[src/rtl/store_pkg.sv]
`default_nettype none
// ============================================================================
// store_pkg : shared FSM state type and default sizing for the store blocks
// Revision  : 1.0
// ============================================================================
package store_pkg;

    localparam int CNT_W_DFLT        = 5;
    localparam int MAX_OCC_DFLT      = 20;
    localparam int DEBOUNCE_CYC_DFLT = 4;

    typedef enum logic [1:0] {
        IDLE      = 2'd0,
        SERVE_IN  = 2'd1,
        SERVE_OUT = 2'd2
    } state_e;

endpackage
`default_nettype wire

[src/rtl/sensor_debounce.sv]
`default_nettype none
// ============================================================================
// sensor_debounce : 2-flop synchroniser, debounced clean level, rise pulse
// Revision        : 1.0
// ============================================================================
module sensor_debounce #(
    parameter int DEBOUNCE_CYC = 4
) (
    input  logic clk,
    input  logic reset,
    input  logic raw_in,
    output logic rise
);

    localparam int              DB_W    = (DEBOUNCE_CYC > 2) ? $clog2(DEBOUNCE_CYC) : 1;
    localparam logic [DB_W-1:0] DB_LAST = DB_W'(DEBOUNCE_CYC - 1);

    logic [1:0]      sync_d, sync_q;
    logic            clean_d, clean_q;
    logic            clean_prev_d, clean_prev_q;
    logic [DB_W-1:0] db_cnt_d, db_cnt_q;

    always_comb begin
        sync_d       = {sync_q[0], raw_in};
        clean_d      = clean_q;
        clean_prev_d = clean_q;
        db_cnt_d     = '0;
        // The DEBOUNCE_CYC-th consecutive differing sample flips the level.
        if (sync_q[1] != clean_q) begin
            if (db_cnt_q == DB_LAST) begin
                clean_d = ~clean_q;
            end else begin
                db_cnt_d = db_cnt_q + DB_W'(1);
            end
        end
    end

    always_ff @(posedge clk) begin
        if (reset) begin
            sync_q       <= '0;
            clean_q      <= 1'b0;
            clean_prev_q <= 1'b0;
            db_cnt_q     <= '0;
        end else begin
            sync_q       <= sync_d;
            clean_q      <= clean_d;
            clean_prev_q <= clean_prev_d;
            db_cnt_q     <= db_cnt_d;
        end
    end

    assign rise = clean_q & ~clean_prev_q;

endmodule
`default_nettype wire

[src/rtl/store_occupancy_ctrl.sv]
`default_nettype none
// ============================================================================
// store_occupancy_ctrl : debounced entry/exit arbitration and occupancy count
// Revision             : 1.0
// ============================================================================
module store_occupancy_ctrl
    import store_pkg::*;
#(
    parameter int CNT_W        = CNT_W_DFLT,
    parameter int MAX_OCC      = MAX_OCC_DFLT,
    parameter int DEBOUNCE_CYC = DEBOUNCE_CYC_DFLT
) (
    input  logic             clk,
    input  logic             reset,
    input  logic             pressure_in,
    input  logic             pressure_out,
    output logic [CNT_W-1:0] count,
    output logic             door_lock,
    output logic             empty,
    output logic             in_ack,
    output logic             out_ack,
    output logic             in_reject,
    output logic             out_err,
    output logic             evt_lost
);

    localparam logic [CNT_W-1:0] CNT_MAX = CNT_W'(MAX_OCC);

    logic             in_rise, out_rise;
    state_e           state_d, state_q;
    logic [CNT_W-1:0] count_d, count_q;
    logic             in_pend_d, in_pend_q;
    logic             out_pend_d, out_pend_q;
    logic             last_out_d, last_out_q;
    logic             evt_lost_d, evt_lost_q;
    logic             clr_in, clr_out;

    sensor_debounce #(.DEBOUNCE_CYC(DEBOUNCE_CYC)) u_db_in (
        .clk    (clk),
        .reset  (reset),
        .raw_in (pressure_in),
        .rise   (in_rise)
    );

    sensor_debounce #(.DEBOUNCE_CYC(DEBOUNCE_CYC)) u_db_out (
        .clk    (clk),
        .reset  (reset),
        .raw_in (pressure_out),
        .rise   (out_rise)
    );

    always_comb begin
        state_d    = state_q;
        count_d    = count_q;
        last_out_d = last_out_q;
        clr_in     = 1'b0;
        clr_out    = 1'b0;
        in_ack     = 1'b0;
        out_ack    = 1'b0;
        in_reject  = 1'b0;
        out_err    = 1'b0;

        case (state_q)
            IDLE: begin
                // On contention serve whichever direction did not go last.
                if (in_pend_q && out_pend_q) begin
                    state_d = last_out_q ? SERVE_IN : SERVE_OUT;
                end else if (in_pend_q) begin
                    state_d = SERVE_IN;
                end else if (out_pend_q) begin
                    state_d = SERVE_OUT;
                end
            end
            SERVE_IN: begin
                if (count_q < CNT_MAX) begin
                    in_ack  = 1'b1;
                    count_d = count_q + CNT_W'(1);
                end else begin
                    in_reject = 1'b1;
                end
                clr_in     = 1'b1;
                last_out_d = 1'b0;
                state_d    = IDLE;
            end
            SERVE_OUT: begin
                if (count_q != '0) begin
                    out_ack = 1'b1;
                    count_d = count_q - CNT_W'(1);
                end else begin
                    out_err = 1'b1;
                end
                clr_out    = 1'b1;
                last_out_d = 1'b1;
                state_d    = IDLE;
            end
            default: state_d = IDLE;
        endcase

        in_pend_d  = in_rise  | (in_pend_q  & ~clr_in);
        out_pend_d = out_rise | (out_pend_q & ~clr_out);
        evt_lost_d = evt_lost_q
                   | (in_rise  & in_pend_q  & ~clr_in)
                   | (out_rise & out_pend_q & ~clr_out);

        // An interrupted service must not be reported as done.
        if (reset) begin
            in_ack    = 1'b0;
            out_ack   = 1'b0;
            in_reject = 1'b0;
            out_err   = 1'b0;
        end
    end

    always_ff @(posedge clk) begin
        if (reset) begin
            state_q    <= IDLE;
            count_q    <= '0;
            in_pend_q  <= 1'b0;
            out_pend_q <= 1'b0;
            last_out_q <= 1'b0;
            evt_lost_q <= 1'b0;
        end else begin
            state_q    <= state_d;
            count_q    <= count_d;
            in_pend_q  <= in_pend_d;
            out_pend_q <= out_pend_d;
            last_out_q <= last_out_d;
            evt_lost_q <= evt_lost_d;
        end
    end

    assign count     = count_q;
    assign door_lock = (count_q == CNT_MAX);
    assign empty     = (count_q == '0);
    assign evt_lost  = evt_lost_q;

endmodule
`default_nettype wire

[config.mk]
export PLATFORM = sky130hd
export DESIGN_NAME = store_occupancy_ctrl
export DESIGN_NICKNAME = d
export VERILOG_FILES = /design/src/rtl/store_pkg.sv /design/src/rtl/sensor_debounce.sv /design/src/rtl/store_occupancy_ctrl.sv
export SDC_FILE = /design/constraint.sdc
export NUM_CORES = 1
export LEC_CHECK = 0
export CAP_MARGIN = 20
export CORE_MARGIN = 1
export CORE_UTILIZATION = 54
export CTS_CLUSTER_DIAMETER = 100
export DETAILED_ROUTE_END_ITERATION = 12
export DONT_BUFFER_PORTS = 1
export PLACE_DENSITY = 0.71
export SLEW_MARGIN = 20
export SYNTH_ARGS = -nofsm -noshare
export SYNTH_HDL_FRONTEND = slang
export SYNTH_SLANG_ARGS = --single-unit
[constraint.sdc]
create_clock -name clk -period 2.1 [get_ports clk]
set_input_delay 0.315 -clock clk [delete_from_list [all_inputs] [get_ports clk]]
set_output_delay 0.315 -clock clk [all_outputs]
set_load 0.03 [all_outputs]
# Yosys cells after proc, flatten, opt, wreduce, memory -nomap -nowiden
# Cells that the tools add are included.
dict set report totals {
  register_bits 23
  inputBits 4
  wordCells 83
}
dict set report op_classes {
  add_sub_neg 4
  n_lt_le_gt_ge 1
  n_eq_ne 9
  muxes 22
  bitwise 21
  reduce_logical 12
}
# operator count
set op_table {}
lappend op_table {{1-bit two-way mux} 14}
lappend op_table {{5-bit two-way mux} 2}
lappend op_table {{5-bit case mux with 2 select lines} 1}
lappend op_table {{1-bit NOT} 9}
lappend op_table {{1-bit AND} 8}
lappend op_table {{2-bit two-way mux} 4}
lappend op_table {{2-bit equality test (second input constant)} 3}
lappend op_table {{3-bit OR reduction} 2}
lappend op_table {{5-bit by 1-bit adder with 5-bit output (second input constant)} 1}
lappend op_table {{5-bit equality test (second input constant)} 1}
lappend op_table {{5-bit zero test} 1}
lappend op_table {{5-bit < comparator (second input constant)} 1}
lappend op_table {{5-bit nonzero test} 1}
lappend op_table {{5-bit by 1-bit subtractor with 5-bit output (second input constant)} 1}
lappend op_table {{2-bit by 1-bit adder with 2-bit output (second input constant)} 2}
lappend op_table {{2-bit != test (second input constant)} 2}
lappend op_table {{1-bit bitwise OR} 4}
lappend op_table {{2-bit AND reduction} 2}
lappend op_table {{3-bit AND reduction} 1}
lappend op_table {{3-bit nonzero test} 1}
lappend op_table {{2-bit by 1-bit equality test with 1-bit output (second input constant)} 1}
lappend op_table {{2-bit zero test} 1}
lappend op_table {{1-bit != test} 2}
lappend op_table {{1-bit case mux with 2 select lines} 1}
lappend op_table {{other kinds (3)} 3}

# Longest topological paths before layout
# Gate-level depths: netlist of run 1.
dict set report logic_depth {
  ltp_word 6
  ltp_mapped 9
}

# Hierarchy
# A second synthesis of run 1 with hierarchy kept.
dict set report hier_totals {
  hier_cells 113
  area_unflattened_um2 1108.6
}
# module n_inst cells_each area_each_um2 seq_area_each_um2
set modules_own_cells {}
lappend modules_own_cells {store_occupancy_ctrl 1 81 705.7 220.2}
lappend modules_own_cells {sensor_debounce 2 16 201.4 120.1}

# Least setup slack after synthesis of run 1
# No wires, ideal clock.
dict set report synth_path {
  kind {register to output}
  start {register count_q[1], in the netlist count[1]}
  end {output port out_ack}
  arrival_ps 1819
  t_required_ps 1785
  path_slack_ps -34
  stages_incl_launch_ff 5
  cell_sequence {dfxtp_1 > buf_2 > nor2_1 > and2_1 > nor3b_1}
}
dict set report synth_between {
  elab_chain_cells 4
}
# element line_no
set synth_rtl {}
lappend synth_rtl {{start: declaration} store_occupancy_ctrl.sv:31} ;# logic [CNT_W-1:0] count_d, count_q;
lappend synth_rtl {{start signal: assignment} store_occupancy_ctrl.sv:124} ;# count_q <= count_d;
lappend synth_rtl {{5-bit nonzero test} store_occupancy_ctrl.sv:86} ;# if (count_q != '0) begin
lappend synth_rtl {{1-bit two-way mux} store_occupancy_ctrl.sv:86}
lappend synth_rtl {{1-bit two-way mux} store_occupancy_ctrl.sv:63} ;# case (state_q)
lappend synth_rtl {{1-bit two-way mux} store_occupancy_ctrl.sv:106} ;# if (reset) begin
lappend synth_rtl {{end: declaration} store_occupancy_ctrl.sv:21} ;# output logic out_ack,
# No other way between the ends.

# Worst setup path in the final report of run 1
dict set report layout_path {
  start {register state_q[0]}
  end {register count_q[2], in the netlist count[2]}
}
dict set report layout_between {
  elab_chain_cells 3
}
# element line_no
set layout_rtl {}
lappend layout_rtl {{start: declaration} store_occupancy_ctrl.sv:30} ;# state_e state_d, state_q;
lappend layout_rtl {{start signal: assignment} store_occupancy_ctrl.sv:123} ;# state_q <= state_d;
lappend layout_rtl {{2-bit equality test or 2-bit by 1-bit equality test with 1-bit output (tied branches)} store_occupancy_ctrl.sv:63}
lappend layout_rtl {{2-bit != test (no source line) or 2-bit nonzero test (tied branches)} -}
lappend layout_rtl {{3-bit AND reduction (no source line)} -}
# Parallel ways exist; a longest one is shown, timed or not.
# A chain may end at the register's enable or synchronous reset.

==> out/metrics.cfg, run 1 <==
[status]
status = finished, final reports clean

[timing]
tightest_slew_ps = 455
relSlewSlack = 0.696
slew_violations = 0
setup_ws_ps = 161
final-setup-viol-count = 0
fin_tns_setup_ps = 0
period_minus_slack_ps = 1940
skew_ps = 4.36
rsz0062_at_grt = false
hold_viol = 0
fin_crit_sh = 0.923
max_freq_mhz = 516

[layout]
final_cells = 155
fin_area_sq_um = 1210
drive_gt1_frac = 0.141
regArea_sq_um = 460
areaGrowthSynthToFinish_pct = 9.15
multiInputGateArea_sq_um = 602
nets = 140
n_antenna_cell = 0
fillCellCount = 184

[drt]
drc = 0
avgViaCountPerCell = 5.39
routedWlPerCell_um = 11.9
drtIter0Drc = 13
totalWireLength_mm = 1.84
postRouteAntennaNets = 0
dr.pass1.iters = 4
dr_total_vias = 836

[synth]
netlist.area_leader.share = 0.416
syn_area_sq_um = 1110
async_reset_ff_frac = 0
synth_top_area_cell = dfxtp_1
synth.net_count = 133
yosys.cell_types.count = 37
synth_area_leaders = dfxtp_1 (42%), ha_1 (7.9%), nor2_1 (4.7%), nand2b_1 (4.5%), nor2b_1 (4.5%)
ys.flop_type = dfxtp_1
synth_common_cells = dfxtp_1 (23), nor2_1 (14), a21oi_1 (9), nand2b_1 (8), nor2b_1 (8)
yosysMostFrequentCell = dfxtp_1
synth_edf_count = 0
avgSynthCellArea_sq_um = 9.08
synth_seq_area_share = 0.416
ys.warnings.count = 0
syn_inst = 122
ys_seq_elements = 23

[power]
ir_worst_vdd_mv = 0.578
p_leak_nw = 0.475
comb_power_share = 0.013
sequentialPowerShare = 0.677
power.share.clock = 0.310
sw_frac_of_total = 0.206
p_switching_mw = 0.135
intPower_mw = 0.519
power_mw = 0.654
power-per-cell-area_nw_per_um2 = 541

[grt]
grt_start_max_net_pins = 26
grt.total_usage = 0.187
grt_pass1_wl_mm = 2.94
grt-ovfl-total = 0
antenna_found_initial = 0
grt_pass1_vias = 745

[clock_network]
path_clk_slew_ps = 130
max-clock-path-buffers = 2
htreeDepth = 1
insertion_delay_ps = 300
numCtsBuffers = 3
post_cts_resized = 0
postCtsSetupBuffers = 0
cts.hold.buffers_added = 0
cts-root-buf = clkbuf_4
cts_tree = done
cts_sinks = 23

[floorplanning]
initial_core_util = 0.570
io_pins = 16
die_w_um = 47.3
rows = 16
fp.coreArea_sq_um = 1940
die_area_sq_um = 2240
die_y_um = 47.3

[placed_design]
dp.cells = 151
gp_congestion = 0.788
dp_hpwl_mm = 1.34
post_dp_cell_area_sq_um = 1180
port_buffers = 0
dp_slack_ps = 198

[worst_setup_path]
worst-path-max-fanout = 3
crit_required_ps = 2350
cp.arrival_ps = 2190
start_kind = register
crit_path_end_kind = register
critical_path_class = register to register

[job]
drv_cap = 0

[hold_path]
hold_class = primary input to register

==> critical path, cell delays in order, from the launching register on <==
cell	delay, ps
dfxtp_1	380
inv_1	90
ha_1	230
xor2_1	180
ha_1	230
a21oi_1	150
xor2_1	100
or4_1	400
a21oi_1	140
==> registers in the layout, indices dropped and copies added, names as in the netlist <==
register               flops
count                      5
u_db_out.sync_q            2
u_db_out.clean_prev_q      1
u_db_out.clean_prev_d      1
u_db_in.db_cnt_q           2
out_pend_q                 1
u_db_in.clean_prev_d       1
in_pend_q                  1
state_q                    2
evt_lost                   1
last_out_q                 1
u_db_in.sync_q             2
u_db_out.db_cnt_q          2
u_db_in.clean_prev_q       1
==> cell usage in the layout (no fill, tap or decap), types with 2 or more instances in the layout <==
master | synthesis | layout
nor2_1 | 14 | 14
xor2_1 | 2 | 2
nand2b_1 | 8 | 8
o31ai_1 | 2 | 2
nand3_1 | 3 | 3
ha_1 | 7 | 7
nand2_1 | 4 | 4
o21ai_0 | 2 | 2
nor2b_1 | 8 | 8
mux2i_1 | 3 | 3
nor3_1 | 2 | 2
dfxtp_1 | 23 | 23
inv_1 | 4 | 4
or3_1 | 3 | 3
xnor2_1 | 2 | 2
buf_4 | 0 | 9
a21oi_1 | 9 | 9
a211o_1 | 2 | 2
clkbuf_4 | 0 | 3
==> power by group through the flow <==
stage               combinational (mW)  sequential, mW  clock [mW]
floorplan                       0.0122           0.452           0
global placement               0.00811           0.453           0
detailed placement             0.00852           0.453           0
CTS                            0.00856           0.443       0.213
global route                   0.00987           0.444       0.228
finish                         0.00848           0.443       0.202
==> kinds of logic after synthesis <==
logic type / Yosys count / synth area share
mux: 4 / 0.0373
xor+xnor: 4 / 0.0316
flops: 23 / 0.416
fa+ha+maj: 7 / 0.0791
simple gates: 52 / 0.261
buf+inv: 11 / 0.0452
compound gates: 21 / 0.130
==> cell type report <==
cell class | instances | share of cell area
Clock inverter | 1 | 0.00621
Sequential cell | 23 | 0.381
Tap cell | 27 | 0.0280
Multi-Input combinational cell | 88 | 0.498
Clock buffer | 3 | 0.0186
Inverter | 4 | 0.0124
Timing Repair Buffer | 9 | 0.0559
==> through the flow <==
step                 util  hold WS, ps
finish              0.622         56.6
floorplan               -          397
detailed placement  0.607          389
CTS                 0.622         46.9
global route        0.622         35.7
global placement    0.607          387
==> metal layers <==
layer / track usage / part of all wire / routed length (um) / vias up
met4: 0.0514 / 0.0065 / 12 / 0
met3: 0.0615 / 0.060 / 111 / 2
met1: 0.246 / 0.49 / 893 / 374
met2: 0.293 / 0.45 / 820 / 31
li1: - / - / - / 429
met5: 0 / 0 / 0 / -
==> worst paths after layout <==
path	endpoint	cells past startpoint	from	slack, ps
setup reg to reg	count[2]$_SDFFE_PP0P_	8	state_q[0]$_SDFFE_PP0P_	160
hold reg to reg	u_db_out.db_cnt_q[0]$_SDFF_PP0_	1	u_db_out.db_cnt_q[0]$_SDFF_PP0_	430
setup / recovery	count[2]$_SDFFE_PP0P_	8	state_q[0]$_SDFFE_PP0P_	160
hold / removal	count[0]$_SDFFE_PP0P_	1	reset	60
No activity file was read; power rests on OpenSTA's default activity.
==> run 2, diff against run 1 <==
--- a/config.mk
+++ b/config.mk
@@ -7,11 +7,12 @@
 export LEC_CHECK = 0
 export CAP_MARGIN = 20
 export CORE_MARGIN = 1
-export CORE_UTILIZATION = 54
+export CORE_UTILIZATION = 60
 export CTS_CLUSTER_DIAMETER = 100
 export DETAILED_ROUTE_END_ITERATION = 12
 export DONT_BUFFER_PORTS = 1
-export PLACE_DENSITY = 0.71
+export HOLD_SLACK_MARGIN = 0.05
+export PLACE_DENSITY = 0.75
 export SLEW_MARGIN = 20
 export SYNTH_ARGS = -nofsm -noshare
 export SYNTH_HDL_FRONTEND = slang
==> constraint.sdc (replaced) <==
create_clock -name clk -period 1.8 [get_ports clk]
set_input_delay 0.27 -clock clk [delete_from_list [all_inputs] [get_ports clk]]
set_output_delay 0.27 -clock clk [all_outputs]
set_load 0.03 [all_outputs]
==> run 2 against run 1 <==
  * Clock power increased by 21%
  * Worst hold slack better by 30 ps
  * Sequential power rose by 17%
  * Routed wire length rose by 15%
  * Fmax increased by 9.3%
  * Critical endpoint unchanged
  * Largest cell class unchanged
  * Highest routed layer unchanged
==> out/metrics.cfg, run 2 (synthesized netlist as in run 1, its figures left out) <==
[worst_setup_path]
crit_cells = 8  ; unchanged
start_kind = register  ; unchanged
critPathMaxStageDelay_ps = 400  ; about the same
cp.arrival_ps = 2020  ; was 2190 ps
cp_cell_sequence = inv_2 > ha_2 > xor2_1 > ha_2 > a21oi_2 > xor2_1 > or4_1 > a21oi_1  ; was inv_1 > ha_1 > xor2_1 > ha_1 > a21oi_1 > xor2_1 > or4_1 > a21oi_1
crit_required_ps = 2050  ; was 2350 ps
ff2ff_setup_slack_ps = 30  ; was 160 ps
critical_path_class = register to register  ; unchanged
reg2regPathDepth = 8  ; unchanged
crit_path_start = state_q[0]$_SDFFE_PP0P_  ; unchanged
crit_path_end_kind = register  ; unchanged
worstSetupEndpoint = count[2]$_SDFFE_PP0P_  ; unchanged
critPathBufInv = 1  ; unchanged
cp_top_family = adder cells  ; unchanged
critPathSlowestCell = or4_1  ; unchanged
worst-path-max-fanout = 3  ; unchanged
r2r_end = count[2]$_SDFFE_PP0P_  ; unchanged
r2r_start = state_q[0]$_SDFFE_PP0P_  ; unchanged

[clock_network]
htreeDepth = 1  ; unchanged
insertion_delay_ps = 310  ; was 300 ps
cts_tree = done  ; unchanged
cts-root-buf = clkbuf_4  ; unchanged
cts_sinks = 23  ; unchanged
numCtsBuffers = 3  ; unchanged
max-clock-path-buffers = 2  ; unchanged
path_clk_slew_ps = 140  ; was 130 ps

[power]
sw_frac_of_total = 0.221  ; was 0.206
ir_worst_vdd_mv = 0.671  ; was 0.578 mV
power.share.clock = 0.315  ; was 0.310
comb_power_share = 0.021  ; was 0.013
p_switching_mw = 0.172  ; was 0.135 mW
p_leak_nw = 0.511  ; was 0.475 nW
power_mw = 0.779  ; was 0.654 mW
sequentialPowerShare = 0.664  ; was 0.677
intPower_mw = 0.607  ; was 0.519 mW
power-per-cell-area_nw_per_um2 = 604  ; was 541 nW/um^2

[layout]
n_antenna_cell = 0  ; unchanged
drive_gt1_frac = 0.261  ; was 0.141
areaGrowthSynthToFinish_pct = 16.5  ; was 9.15%
final_cell_mix = dfxtp_1 (20), nor2_1 (14), buf_4 (14)  ; was dfxtp_1 (23), nor2_1 (14), a21oi_1 (9), buf_4 (9)
largest_reg_flops = 5  ; unchanged
final_common_cell = dfxtp_1  ; unchanged
nets = 146  ; was 140

[timing]
rsz0062_at_grt = true  ; was false
max_freq_mhz = 564  ; was 516 MHz
skew_ps = 7.02  ; was 4.36 ps
final-setup-viol-count = 0  ; unchanged
tightest_slew_ps = 549  ; was 455 ps
fin_crit_sh = 0.985  ; was 0.923
period_minus_slack_ps = 1770  ; was 1940 ps
hold_viol = 0  ; unchanged
relSlewSlack = 0.633  ; was 0.696
slew_violations = 0  ; unchanged
holdWs_ps = 86.2  ; was 56.6 ps

[drt]
wl_met1_mm = 1.04  ; was 893 um
totalWireLength_mm = 2.11  ; was 1.84 mm
routedWlPerCell_um = 13.3  ; was 11.9 um
met3WireLength_um = 97  ; was 111 um
dr.pass1.iters = 4  ; unchanged
wl_met2_um = 953  ; was 820 um
highest_layer = met4  ; unchanged
avgViaCountPerCell = 5.50  ; was 5.39
postRouteAntennaNets = 0  ; unchanged
drtIter0Drc = 17  ; was 13
dr_total_vias = 875  ; was 836
drc = 0  ; unchanged

[status]
status = finished, final reports clean  ; unchanged

[placed_design]
dp_hpwl_mm = 1.40  ; was 1.34 mm
port_buffers = 0  ; unchanged
gp_congestion = 0.848  ; was 0.788

[floorplanning]
die_y_um = 45.0  ; was 47.3 um
initial_core_util = 0.641  ; was 0.570
rows = 15  ; was 16
fp.coreArea_sq_um = 1730  ; was 1940 sq um
die_w_um = 45.0  ; was 47.3 um
io_pins = 16  ; unchanged
die_area_sq_um = 2020  ; was 2240 sq um

[job]
drv_cap = 0  ; unchanged

[hold_path]
hold_class = primary input to register  ; unchanged

[grt]
grt.total_usage = 0.225  ; was 0.187
grt_pass1_vias = 800  ; was 745
antenna_found_initial = 0  ; unchanged
grt_start_max_net_pins = 16  ; was 26
grt_pass1_wl_mm = 3.29  ; was 2.94 mm
grt-ovfl-total = 0  ; unchanged

==> run 2: final cells by class <==
| cell class | instances | area, sq um |
|---|---|---|
| Clock buffer | 3 | 22.5 |
| Clock inverter | 1 | 7.51 |
| Fill cell | 141 | 437 |
| Inverter | 4 | 15.0 |
| Multi-Input combinational cell | 88 | 634 |
| Sequential cell | 23 | 464 |
| Tap cell | 25 | 31.3 |
| Timing Repair Buffer | 15 | 115 |
==> run 2: worst min path at each step <==
stage / start / slack [ps] / to / cells past startpoint
after floorplan: u_db_in.db_cnt_q[0]$_SDFF_PP0_ / 400 / u_db_in.db_cnt_q[0]$_SDFF_PP0_ / 1
after global placement: reset / 330 / count[1]$_SDFFE_PP0P_ / 1
after detailed placement: reset / 340 / count[1]$_SDFFE_PP0P_ / 1
after CTS: pressure_in / 70 / u_db_in.sync_q[0]$_SDFF_PP0_ / 1
after global routing: pressure_out / 70 / u_db_out.sync_q[0]$_SDFF_PP0_ / 1
final: pressure_out / 90 / u_db_out.sync_q[0]$_SDFF_PP0_ / 1
==> run 2: metrics by stage <==
stage	utilization	cell area, sq um	setup slack (ps)	TNS, ps	instances
6_report	0.747	1290	26.2	0	159
3_3_place_gp	0.699	1210	-2.25	-2.25	152
3_5_place_dp	0.699	1210	-17.5	-17.5	152
2_1_floorplan	-	1130	8.47	0	122
5_1_grt	0.747	1290	-43.1	-79.2	159
4_1_cts	0.733	1260	4.05	0	158
==> run 2: power groups by stage <==
stage	logic, mW	registers [mW]	clock network, mW
after CTS	0.0165	0.517	0.254
after global placement	0.00947	0.528	0
final	0.0167	0.517	0.245
after global routing	0.0194	0.518	0.268
after floorplan	0.0142	0.528	0
after detailed placement	0.0100	0.528	0
==> run 2: what timing repair did <==
action	CTS	global route
hold buffers	1	0
setup buffers	1	1
pin swaps	1	0
endpoints found under the setup margin	3	4
resized for setup	3	5
endpoints found under the hold margin	15	0
==> run 2: per-layer routing <==
| layer | up-vias | track usage |
|---|---|---|
| li1 | 438 | - |
| met3 | 2 | 0.0320 |
| met5 | - | 0 |
| met1 | 412 | 0.322 |
| met2 | 23 | 0.339 |
| met4 | 0 | 0.0909 |
==> run 3, diff against run 2 <==
--- a/config.mk
+++ b/config.mk
@@ -12,8 +12,9 @@
 export DETAILED_ROUTE_END_ITERATION = 12
 export DONT_BUFFER_PORTS = 1
 export HOLD_SLACK_MARGIN = 0.05
-export PLACE_DENSITY = 0.75
+export PLACE_DENSITY = 0.79
 export SLEW_MARGIN = 20
 export SYNTH_ARGS = -nofsm -noshare
 export SYNTH_HDL_FRONTEND = slang
+export SYNTH_HIERARCHICAL = 1
 export SYNTH_SLANG_ARGS = --single-unit
==> run 3 against run 2 <==
  * The flow now finishes with violations (setup timing)
  * Area after synthesis grew 0.11%
  * Flip-flop and latch count is the same
  * Setup slack lost 230 ps
==> out/metrics.cfg, run 3 <==
[grt]
grt-ovfl-total = 0  ; unchanged
grt_pass1_wl_mm = 3.42  ; was 3.29 mm
antenna_found_initial = 0  ; unchanged
grtUsageMet3 = 0.0480  ; was 0.0320
grt.total_usage = 0.234  ; was 0.225
use_met2 = 0.409  ; was 0.339
top_usage_layer = met2  ; unchanged
grt_start_max_net_pins = 22  ; was 16
grt_pass1_vias = 767  ; was 800
grt_use_met1 = 0.281  ; was 0.322

[layout]
largest_reg_flops = 5  ; unchanged
fin_area_sq_um = 1330  ; was 1290 sq um
multiInputGateArea_sq_um = 657  ; was 634 sq um
drive_gt1_frac = 0.326  ; was 0.261
fin_util = 0.772  ; was 0.747
fillCellCount = 139  ; was 141
final_common_cell = dfxtp_1  ; unchanged
areaGrowthSynthToFinish_pct = 20.2  ; was 16.5%
n_antenna_cell = 0  ; unchanged
final_cell_mix = dfxtp_1 (18), buf_4 (15), nor2_1 (13)  ; was dfxtp_1 (20), nor2_1 (14), buf_4 (14)
nets = 142  ; was 146
regArea_sq_um = 472  ; was 464 sq um
final_cells = 154  ; was 159

[placed_design]
dp.cells = 147  ; was 152
gp_congestion = 0.794  ; was 0.848
dp_slack_ps = -27.6  ; was -17.5 ps
port_buffers = 0  ; unchanged
dp_hpwl_mm = 1.48  ; was 1.40 mm
post_dp_cell_area_sq_um = 1250  ; was 1210 sq um

[synth]
synth_common_cells = dfxtp_1 (23), nor2_1 (15), nor2b_1 (11), a21oi_1 (8), ha_1 (8)  ; was dfxtp_1 (23), nor2_1 (14), a21oi_1 (9), nand2b_1 (8), nor2b_1 (8)
synth_seq_area_share = 0.415  ; was 0.416
netlist.area_leader.share = 0.415  ; was 0.416
avgSynthCellArea_sq_um = 9.81  ; was 9.08 sq um
synth_area_leaders = dfxtp_1 (42%), ha_1 (9.0%), nor2b_1 (6.2%), nor2_1 (5.1%), mux2i_1 (4.5%)  ; was dfxtp_1 (42%), ha_1 (7.9%), nor2_1 (4.7%), nand2b_1 (4.5%), nor2b_1 (4.5%)
yosysMostFrequentCell = dfxtp_1  ; unchanged
ys_seq_elements = 23  ; unchanged
yosys.cell_types.count = 32  ; was 37
synth_top_area_cell = dfxtp_1  ; unchanged
synth.net_count = 125  ; was 133
async_reset_ff_frac = 0  ; unchanged
ys.warnings.count = 6  ; was 0
ys.flop_type = dfxtp_1  ; unchanged
synth_edf_count = 0  ; unchanged
syn_area_sq_um = 1110  ; about the same
syn_inst = 113  ; was 122

[worst_setup_path]
crit_cells = 3  ; was 8
critical_path_class = register to output pin  ; was register to register
critPathMaxStageDelay_ps = 530  ; was 400 ps
reg2regPathDepth = 6  ; was 8
critPathSlowestCell = or4_4  ; was or4_1
ff2ff_setup_slack_ps = -70  ; was 30 ps
crit_required_ps = 1530  ; was 2050 ps
critPathBufInv = 0  ; was 1
r2r_end = count[3]$_SDFFE_PP0P_  ; was count[2]$_SDFFE_PP0P_
r2r_start = count[3]$_SDFFE_PP0P_  ; was state_q[0]$_SDFFE_PP0P_
crit_path_end_kind = output pin  ; was register
crit_path_start = count[3]$_SDFFE_PP0P_  ; was state_q[0]$_SDFFE_PP0P_
cp_top_family = simple AND/OR/NAND/NOR gates  ; was adder cells
cp_cell_sequence = or4_4 > or3_4 > nor2_4  ; was inv_2 > ha_2 > xor2_1 > ha_2 > a21oi_2 > xor2_1 > or4_1 > a21oi_1
cp.arrival_ps = 1730  ; was 2020 ps
start_kind = register  ; unchanged
worstSetupEndpoint = out_err  ; was count[2]$_SDFFE_PP0P_
worst-path-max-fanout = 2  ; was 3

[job]
drv_cap = 0  ; unchanged

[drt]
postRouteAntennaNets = 0  ; unchanged
drc = 0  ; unchanged
totalWireLength_mm = 2.17  ; was 2.11 mm
drtIter0Drc = 15  ; was 17
dr.pass1.iters = 4  ; unchanged
dr_total_vias = 848  ; was 875
avgViaCountPerCell = 5.51  ; was 5.50
routedWlPerCell_um = 14.1  ; was 13.3 um

[status]
violations = setup timing
status = complete, but fails checks  ; was finished, final reports clean

[floorplanning]
rows = 15  ; unchanged
io_pins = 16  ; unchanged
die_area_sq_um = 2020  ; about the same
initial_core_util = 0.642  ; was 0.641
fp.coreArea_sq_um = 1730  ; unchanged
die_w_um = 45.0  ; about the same
die_y_um = 45.0  ; about the same

[clock_network]
cts_sinks = 23  ; unchanged
htreeDepth = 1  ; unchanged
cts-root-buf = clkbuf_4  ; unchanged
cts_tree = done  ; unchanged
max-clock-path-buffers = 2  ; unchanged
path_clk_slew_ps = 120  ; was 140 ps
numCtsBuffers = 3  ; unchanged
insertion_delay_ps = 300  ; was 310 ps

[hold_path]
hold_class = primary input to register  ; unchanged

[timing]
period_minus_slack_ps = 2000  ; was 1770 ps
setup_ws_ps = -203  ; was 26.2 ps
slew_violations = 0  ; unchanged
max_freq_mhz = 499  ; was 564 MHz
tightest_slew_ps = 798  ; was 549 ps
hold_viol = 0  ; unchanged
holdWs_ps = 90.3  ; was 86.2 ps
relSlewSlack = 0.466  ; was 0.633
final-setup-viol-count = 7  ; was 0
rsz0062_at_grt = true  ; unchanged
fin_crit_sh = 1.11  ; was 0.985
skew_ps = 2.11  ; was 7.02 ps

[power]
comb_power_share = 0.024  ; was 0.021
intPower_mw = 0.601  ; was 0.607 mW
power-per-cell-area_nw_per_um2 = 573  ; was 604 nW/um^2
p_leak_nw = 0.540  ; was 0.511 nW
p_switching_mw = 0.162  ; was 0.172 mW
ir_worst_vdd_mv = 0.724  ; was 0.671 mV
power.share.clock = 0.302  ; was 0.315
sequentialPowerShare = 0.674  ; was 0.664
sw_frac_of_total = 0.212  ; was 0.221

==> run 3: layout make-up <==
cell class | instances | share of cell area
multi-input cells | 82 | 0.493
flip-flops and latches | 23 | 0.354
repair buffers | 17 | 0.100
well taps | 25 | 0.0235
clock buffers | 3 | 0.0169
inverters | 3 | 0.00845
clock inverters | 1 | 0.00376
==> run 3: timing repair <==
| item | CTS | global route |
|---|---|---|
| pin swaps | 3 | 1 |
| setup buffers | 1 | 1 |
| endpoints found under the hold margin | 21 | 0 |
| hold buffers | 1 | 0 |
| resized for setup | 3 | 7 |
| endpoints found under the setup margin | 4 | 8 |
==> run 3: cells by family (layout without fill, tap and decap cells) <==
logic type / after synthesis / in the layout / synth area share
AOI/OAI and AO/OA: 18 / 18 / 0.106
xor gates and xnor gates: 7 / 7 / 0.0553
buffers and inverters: 8 / 24 / 0.0406
DFF: 23 / 23 / 0.415
and+or+nand+nor: 44 / 44 / 0.247
muxes: 5 / 5 / 0.0451
adders and majority gates: 8 / 8 / 0.0903
==> run 3: worst min path at each step <==
stage,to,start,cells past startpoint,slack (ps)
after floorplan,u_db_in/clean_prev_q$_SDFF_PP0_,reset,1,340
after global placement,count[1]$_SDFFE_PP0P_,reset,1,340
after detailed placement,count[1]$_SDFFE_PP0P_,reset,1,340
after CTS,u_db_in/sync_q[0]$_SDFF_PP0_,pressure_in,1,90
after global routing,u_db_in/sync_q[0]$_SDFF_PP0_,pressure_in,1,80
final,u_db_in/sync_q[0]$_SDFF_PP0_,pressure_in,1,90
==> run 3: stage by stage <==
step,power [mW],setup TNS (ps)
CTS,0.772,-461
detailed placement,0.536,-27.6
global route,0.793,-990
global placement,0.534,0
finish,0.763,-609
floorplan,0.536,-816
==> run 3: per-layer routing <==
layer,vias up,routed length [um],part of all wire
li1,427,-,-
met1,396,942,0.43
met2,21,1090,0.50
met3,4,105,0.048
met4,0,25,0.012
met5,-,0,0
==> run 3: power groups by stage <==
stage                     combinational [mW]  sequential, mW  clock [mW]
after floorplan                       0.0115           0.525           0
after global placement               0.00869           0.525           0
after detailed placement             0.00976           0.526           0
after CTS                             0.0183           0.514       0.239
after global routing                  0.0201           0.515       0.257
final                                 0.0183           0.514       0.231
==> run 3: worst register-to-register path, cell delays in order, from the launching register on <==
cell and delay [ps]:
dfxtp_2 340, or4_4 530, or3_4 360, buf_4 150, and2_4 160, mux2i_1 150, nor2_1 60
